**src/rtl/uart_rx_if.sv**
```systemverilog
// Receive-side UART signal bundle: serial line in, received byte and status strobes out.
// The receiver uses the slave view; whatever drives the line and consumes the byte uses the master view.
interface uart_rx_if;
   logic       rx;
   logic [7:0] data_out;
   logic       valid;
   logic       frame_err;
   logic       busy;

   modport slave (
      input  rx,
      output data_out,
      output valid,
      output frame_err,
      output busy
   );

   modport master (
      output rx,
      input  data_out,
      input  valid,
      input  frame_err,
      input  busy
   );
endinterface

```
**src/rtl/uart_rx.sv**
```systemverilog
// 8N1 oversampling UART receiver: start bit validated at mid-bit, LSB-first data,
// stop bit checked at mid-bit, one-cycle valid / frame_err strobes.
module uart_rx #(
   parameter int CLKFREQ    = 50_000_000,
   parameter int BAUDS      = 9600,
   parameter int OVERSAMPLE = 16
) (
   input  logic     clk,
   input  logic     rst,
   uart_rx_if.slave bus
);
   localparam int DIV_RAW = CLKFREQ / (BAUDS * OVERSAMPLE);
   localparam int DIV     = (DIV_RAW < 1) ? 1 : DIV_RAW;
   localparam int PW      = $clog2(DIV + 1);
   localparam int SW      = $clog2(OVERSAMPLE);
   localparam logic [PW-1:0] PRE_LAST = PW'(DIV - 1);
   localparam logic [SW-1:0] MID      = SW'(OVERSAMPLE / 2 - 1);
   localparam logic [SW-1:0] LAST     = SW'(OVERSAMPLE - 1);

   typedef enum logic [1:0] {
      IDLE  = 2'd0,
      START = 2'd1,
      DATA  = 2'd2,
      STOP  = 2'd3
   } state_t;

   state_t        state_r;
   logic          rx_meta_r;
   logic          rx_s;
   logic          rx_d;
   logic [PW-1:0] pcnt_r;
   logic [SW-1:0] scnt_r;
   logic [2:0]    bcnt_r;
   logic [7:0]    shift_r;
   logic [7:0]    data_r;
   logic          valid_r;
   logic          ferr_r;
   logic          busy_r;
   logic          tick_s;

   // Two-flop synchronizer plus one delayed copy for falling-edge detection.
   always_ff @(posedge clk or posedge rst) begin
      if (rst) begin
         rx_meta_r <= 1'b1;
         rx_s      <= 1'b1;
         rx_d      <= 1'b1;
      end else begin
         rx_meta_r <= bus.rx;
         rx_s      <= rx_meta_r;
         rx_d      <= rx_s;
      end
   end

   // Prescaler parked at zero while idle so every frame samples with the same phase.
   always_ff @(posedge clk or posedge rst) begin
      if (rst) begin
         pcnt_r <= {PW{1'b0}};
      end else if (state_r == IDLE) begin
         pcnt_r <= {PW{1'b0}};
      end else if (pcnt_r == PRE_LAST) begin
         pcnt_r <= {PW{1'b0}};
      end else begin
         pcnt_r <= pcnt_r + PW'(1);
      end
   end

   assign tick_s = (state_r != IDLE) && (pcnt_r == PRE_LAST);

   // Frame state machine with registered byte and status outputs.
   always_ff @(posedge clk or posedge rst) begin
      if (rst) begin
         state_r <= IDLE;
         scnt_r  <= {SW{1'b0}};
         bcnt_r  <= 3'd0;
         shift_r <= 8'h00;
         data_r  <= 8'h00;
         valid_r <= 1'b0;
         ferr_r  <= 1'b0;
         busy_r  <= 1'b0;
      end else begin
         valid_r <= 1'b0;
         ferr_r  <= 1'b0;
         case (state_r)
            IDLE: begin
               busy_r <= 1'b0;
               if (rx_d && !rx_s) begin
                  state_r <= START;
                  scnt_r  <= {SW{1'b0}};
                  busy_r  <= 1'b1;
               end
            end
            START: begin
               if (tick_s) begin
                  if (scnt_r == MID) begin
                     scnt_r <= {SW{1'b0}};
                     bcnt_r <= 3'd0;
                     if (rx_s) begin
                        state_r <= IDLE;
                        busy_r  <= 1'b0;
                     end else begin
                        state_r <= DATA;
                     end
                  end else begin
                     scnt_r <= scnt_r + SW'(1);
                  end
               end
            end
            DATA: begin
               if (tick_s) begin
                  if (scnt_r == LAST) begin
                     scnt_r          <= {SW{1'b0}};
                     shift_r[bcnt_r] <= rx_s;
                     bcnt_r          <= bcnt_r + 3'd1;
                     if (bcnt_r == 3'd7) begin
                        state_r <= STOP;
                     end
                  end else begin
                     scnt_r <= scnt_r + SW'(1);
                  end
               end
            end
            STOP: begin
               // Leave at mid-stop so a back-to-back start edge is not missed.
               if (tick_s) begin
                  if (scnt_r == LAST) begin
                     scnt_r  <= {SW{1'b0}};
                     state_r <= IDLE;
                     busy_r  <= 1'b0;
                     if (rx_s) begin
                        data_r  <= shift_r;
                        valid_r <= 1'b1;
                     end else begin
                        ferr_r  <= 1'b1;
                     end
                  end else begin
                     scnt_r <= scnt_r + SW'(1);
                  end
               end
            end
            default: begin
               state_r <= IDLE;
               busy_r  <= 1'b0;
            end
         endcase
      end
   end

   assign bus.data_out  = data_r;
   assign bus.valid     = valid_r;
   assign bus.frame_err = ferr_r;
   assign bus.busy      = busy_r;
endmodule

```
**src/flat_wrapper.sv**
```systemverilog
// flat-port wrapper written by rule: the top's interface ports become plain ports
module uart_rx_flat 
#(
   parameter int CLKFREQ    = 50_000_000,
   parameter int BAUDS      = 9600,
   parameter int OVERSAMPLE = 16
)
  (clk, rst, bus_rx, bus_data_out, bus_valid, bus_frame_err, bus_busy);
  uart_rx_if bus_i ();
  input  logic clk;
  input  logic rst;
  input wire logic [$bits(bus_i.rx)-1:0] bus_rx;
  output wire logic [$bits(bus_i.data_out)-1:0] bus_data_out;
  output wire logic [$bits(bus_i.valid)-1:0] bus_valid;
  output wire logic [$bits(bus_i.frame_err)-1:0] bus_frame_err;
  output wire logic [$bits(bus_i.busy)-1:0] bus_busy;
  assign bus_i.rx = bus_rx;
  assign bus_data_out = bus_i.data_out;
  assign bus_valid = bus_i.valid;
  assign bus_frame_err = bus_i.frame_err;
  assign bus_busy = bus_i.busy;
  uart_rx #(.CLKFREQ(CLKFREQ), .BAUDS(BAUDS), .OVERSAMPLE(OVERSAMPLE)) u_core (.clk(clk), .rst(rst), .bus(bus_i));
endmodule
```
**config.mk**
```make
export PLATFORM = sky130hd
export DESIGN_NAME = uart_rx_flat
export DESIGN_NICKNAME = d
export VERILOG_FILES = /design/src/rtl/uart_rx_if.sv /design/src/rtl/uart_rx.sv /design/src/flat_wrapper.sv
export SDC_FILE = /design/constraint.sdc
export NUM_CORES = 1
export LEC_CHECK = 0
export ABC_CLOCK_PERIOD_IN_PS = 2100
export CAP_MARGIN = 40
export CORE_MARGIN = 1
export CORE_UTILIZATION = 51
export DETAILED_ROUTE_END_ITERATION = 6
export GPL_ROUTABILITY_DRIVEN = 0
export PLACE_DENSITY = 0.84
export SYNTH_ARGS = -nofsm -noshare
export SYNTH_HDL_FRONTEND = slang
export SYNTH_SLANG_ARGS = --single-unit
```
**constraint.sdc**
```tcl
create_clock -name clk -period 2.1 [get_ports clk]
set_input_delay 0.42 -clock clk [delete_from_list [all_inputs] [get_ports clk]]
set_output_delay 0.42 -clock clk [all_outputs]
set_load 0.05 [all_outputs]
```
Word level (Yosys, flattened, before mapping)
Cells that the tools add are included.
- input bits: 3
- word-level logic and storage cells: 90
- register bits after elaboration: 40
- add/subtract/negate cells: 3
- order comparisons: 2
- multiplexer cells: 41
- reduce and logical (&&, ||, !) cells: 15
- equality and inequality tests: 17
- operators by type and width (cell ; count):
    4-bit two-way mux ; 5
    2-bit two-way mux ; 9
    9-bit two-way mux ; 2
    2-bit by 1-bit != test with 1-bit output (second input constant) ; 9
    1-bit two-way mux ; 15
    3-bit two-way mux ; 4
    4-bit one-hot mux with 3 select lines ; 1
    9-bit by 1-bit adder with 9-bit output (second input constant) ; 1
    9-bit == test (second input constant) ; 1
    8-bit bitwise mux ; 1
    2-bit one-hot mux with 4 select lines ; 1
    8-bit AND reduction ; 1
    3-bit one-hot mux with 2 select lines ; 1
    3-bit AND reduction ; 2
    6-bit AND reduction ; 1
    5-bit AND reduction ; 1
    4-bit by 1-bit adder with 4-bit output (second input constant) ; 1
    2-bit == test (second input constant) ; 2
    4-bit by 3-bit == test with 1-bit output (second input constant) ; 1
    4-bit == test (second input constant) ; 1
    3-bit by 4-bit less-than comparator with 1-bit output (second input constant) ; 1
    4-bit AND reduction ; 1
    2-bit nonzero test ; 2
    3-bit by 1-bit adder with 3-bit output (second input constant) ; 1
    11 further kinds ; 13

Depth between registers and ports, before layout
- word-level depth: 5
- mapped depth: 7

Least setup slack after synthesis
Ideal clock, no wire load.
- path type: reg-to-reg
- start: reg u_core.pcnt_r[3]
- end: reg u_core.data_r[0], in the netlist u_core.bus.data_out[0]
- library setup time: 0.125 ns
- stages on the path, launching flop included: 5
- arrival time: 1.924 ns
- buffers on the path: 1
- required time: 1.975 ns
- slack: 0.051 ns
- cells stage by stage: dfrtp_1 > or4b_1 > buf_2 > nor4_4 > mux2_2
- word-level cells in the longest chain between the ends: 3
- ends and longest elaborated chain (item ; RTL line ; RTL):
    start: declaration ; uart_rx.sv:31 ; logic [PW-1:0] pcnt_r;
    start signal: assignment ; uart_rx.sv:57 ; pcnt_r <= {PW{1'b0}};
    start signal: assignment ; uart_rx.sv:59 ; pcnt_r <= {PW{1'b0}};
    start signal: assignment ; uart_rx.sv:61 ; pcnt_r <= {PW{1'b0}};
    9-bit == test ; uart_rx.sv:67 ; assign tick_s = (state_r != IDLE) && (pcnt_r == PRE_LAST);
    1-bit logical AND ; uart_rx.sv:67 ;
    4-bit AND reduction (no source line) ; n/a ;
    end signal: assignment ; uart_rx.sv:130 ; data_r <= shift_r;
    end: declaration ; uart_rx.sv:35 ; logic [7:0] data_r;
Every way passes these cells.
A chain may end at the register's enable or synchronous reset.

Worst setup path in the final report
- start: reg u_core.pcnt_r[5]
- end: reg u_core.data_r[5], in the netlist u_core.bus.data_out[5]
Same word-level chain as after synthesis.

==> results.py <==
metrics = {
    "logic_synthesis": {
        "synthesis.nets": 166,
        "synth-seq-area-share": 0.542,
        "async_reset_ff_frac": 1.00,
        "synth.distinct_cells": 40,
        "synth-edff-count": 0,
        "yosys.area.top_type": "dfrtp_1",
        "avgSynthCellArea_um2": 11.7,
        "ys.flop_type": "dfrtp_1",
        "yosys.area.top_type_share": 0.500,
        "syn_area_um2": 1850,
        "yosys_warnings": 0,
        "synthTopCellsByArea": "dfrtp_1 50%, mux2_2 9.7%, dfstp_2 4.3%",
        "ys_seq_elements": 40,
        "ys_top_cells_by_count": "37 x dfrtp_1, 16 x mux2_2, 16 x nor2_1",
        "synth_cells": 158,
        "yosysMostFrequentCell": "dfrtp_1",
    },
    "clocking": {
        "clk_pin_slew_worst_paths_ps": 110,
        "cts_buffer_depth": 2,
        "ctsHtreeMaxLevel": 2,
        "clockRootBuffer": "clkbuf_4",
        "clock-sinks": 40,
        "cts_tree": "done",
        "numCtsBuffers": 5,
        "clk_latency_ps": 340,
    },
    "pwr": {
        "vdd_drop_max_uv": 643,
        "cellLeakagePower_uw": 0.00104,
        "powerDensity_nw_per_um2": 737,
    },
    "timing": {
        "skew_ps": 12.8,
        "fin_crit_ps": 2000,
        "grt_setup_unrepaired": "false",
        "worst_slew_pin_slew_ps": 496,
        "timing.final.crit_share": 0.954,
        "max-slew-margin-rel": 0.668,
        "setup_viol": 0,
        "report.final.slew_viol_count": 0,
        "fmax_mhz": 499,
        "hold_violations": 0,
        "fin_tns_setup_ps": 0,
    },
    "place": {
        "detailedPlacementHpwl_um": 2290,
        "io_buffers": 13,
        "place_inst": 222,
    },
    "global_route": {
        "grt_use_total": 0.194,
        "grt_pass1_vias": 1383,
        "top_usage_layer": "met2",
        "grt-ovfl-total": 0,
        "use_met2": 0.334,
        "met3_usage": 0.0588,
        "grt_use_met1": 0.220,
        "grt_pass1_wl_um": 5840,
        "grt_max_degree": 41,
        "antenna_found_initial": 0,
    },
    "finish": {
        "final_nets": 193,
        "drive_above_1_share": 0.237,
        "syn2layout_area_growth_pct": 18.3,
        "fin_cells": 232,
        "diodes": 0,
    },
    "critical_path": {
        "cp_data_arrival_time_ps": 2220,
        "crit_fanout": 9,
        "cp-start-kind": "register",
        "crit_path_end_kind": "register",
        "worst_ep_required_time_ps": 2320,
        "path_class": "reg -> reg",
    },
    "floorplanning": {
        "io-pin-count": 14,
        "die_height_um": 62.3,
        "rows": 21,
        "initial_core_util": 0.542,
        "fp.coreArea_um2": 3420,
        "die-area_um2": 3880,
        "die_x_um": 62.3,
    },
    "routing": {
        "drt_wl_total_um": 3250,
        "drc": 0,
        "drtAntennaViolNets": 0,
        "routedWlPerCell_um": 14.0,
        "dr.first_iter.drc_count": 40,
        "drtPass1Iterations": 4,
        "avgViaCountPerCell": 5.67,
        "num_vias": 1316,
    },
    "worst_hold_path": {
        "hp-class": "reg -> reg",
    },
    "flow_run": {
        "maxCapViolCount": 0,
    },
    "status": {
        "status": "complete, no violations",
    },
}
kinds of logic (layout without fill, tap and decap cells):
logic type	Yosys count	count (layout)	synth area share
buf+inv	14	42	0.0311
simple gates	53	53	0.167
fa+ha+maj	5	5	0.0338
mux	17	17	0.103
compound gates	21	21	0.0851
xor+xnor	8	8	0.0378
flops	40	40	0.542
metrics by stage:
step	setup slack (ps)	power [µW]	area [µm²]	utilization	hold WS (ps)
floorplan	51.1	1100	1850	-	345
global placement	137	1180	2100	0.616	346
detailed placement	87.6	1200	2100	0.616	348
CTS	84.3	1630	2170	0.636	373
global route	5.28	1720	2190	0.642	377
finish	96.5	1620	2190	0.642	377
layout by cell type (no fill, tap or decap), types with 2 or more instances in the layout:
cell type,count
nor2_1,16
clkbuf_8,2
nor2b_1,2
clkdlybuf4s50_1,13
xor2_1,6
o2bb2ai_1,2
a22oi_1,2
a22o_1,2
clkbuf_4,5
o22ai_1,2
xnor2_1,2
and3_1,3
nor3_2,2
nand4b_1,5
and4_1,2
nand3_1,6
nand4_1,5
dfrtp_1,37
ha_1,5
inv_1,6
dfstp_2,3
buf_4,15
nand2_1,6
a21oi_1,3
mux2_2,16
a31oi_1,3
flip-flops by register name (all words and copies together), names as in the netlist, named ones only:
register	flops
u_core.scnt_r	4
u_core.shift_r	8
u_core.bus.frame_err	1
u_core.bus.busy	1
u_core.state_r	1
u_core.rx_s	1
u_core.pcnt_r	9
u_core.rx_d	1
u_core.bus.valid	1
u_core.rx_meta_r	1
u_core.bcnt_r	3
u_core.bus.data_out	8
report_power, final:
part | internal (µW) | switching [µW]
clock network | 197 | 231
registers | 845 | 65.1
logic | 125 | 153
metal layers:
metal / vias to the layer above / routed length, µm
met1: 643 / 1360
met5: - / 0
li1: 625 / -
met3: 10 / 174
met4: 0 / 67
met2: 38 / 1650
repair_timing:
| action | 4_1_cts | 5_1_grt |
|---|---|---|
| hold buffers | 0 | 0 |
| setup endpoints to repair | 0 | 3 |
| resized for setup | 0 | 1 |
| hold endpoints to repair | 0 | 0 |
| setup buffers | 0 | 2 |
path summary, 6_finish.rpt:
path	from	end	slack, ps	depth (start not counted)
setup / recovery	u_core.pcnt_r[5]	u_core.bus.data_out[5]	100	4
hold / removal	u_core.rx_meta_r	u_core.rx_s	380	0
setup reg to reg	u_core.pcnt_r[5]	u_core.bus.data_out[5]	100	4
hold reg to reg	u_core.rx_meta_r	u_core.rx_s	380	0
max in group asynchronous	rst	u_core.rx_s	1240	3
min in group asynchronous	rst	u_core.shift_r[1]	500	3
layout make-up:
type | instances | area (µm²)
clock buffer | 8 | 68.8
fill | 250 | 1220
inverter | 6 | 22.5
multi-input combinational | 104 | 796
sequential | 40 | 1000
tap | 46 | 57.6
timing repair buffer | 28 | 243
critical path: stages (launching register included):
cell	delay, ps
dfrtp_1	410
or4b_1	610
nor4_4	300
buf_4	220
mux2_2	360
(Power assumes the default switching activity.)
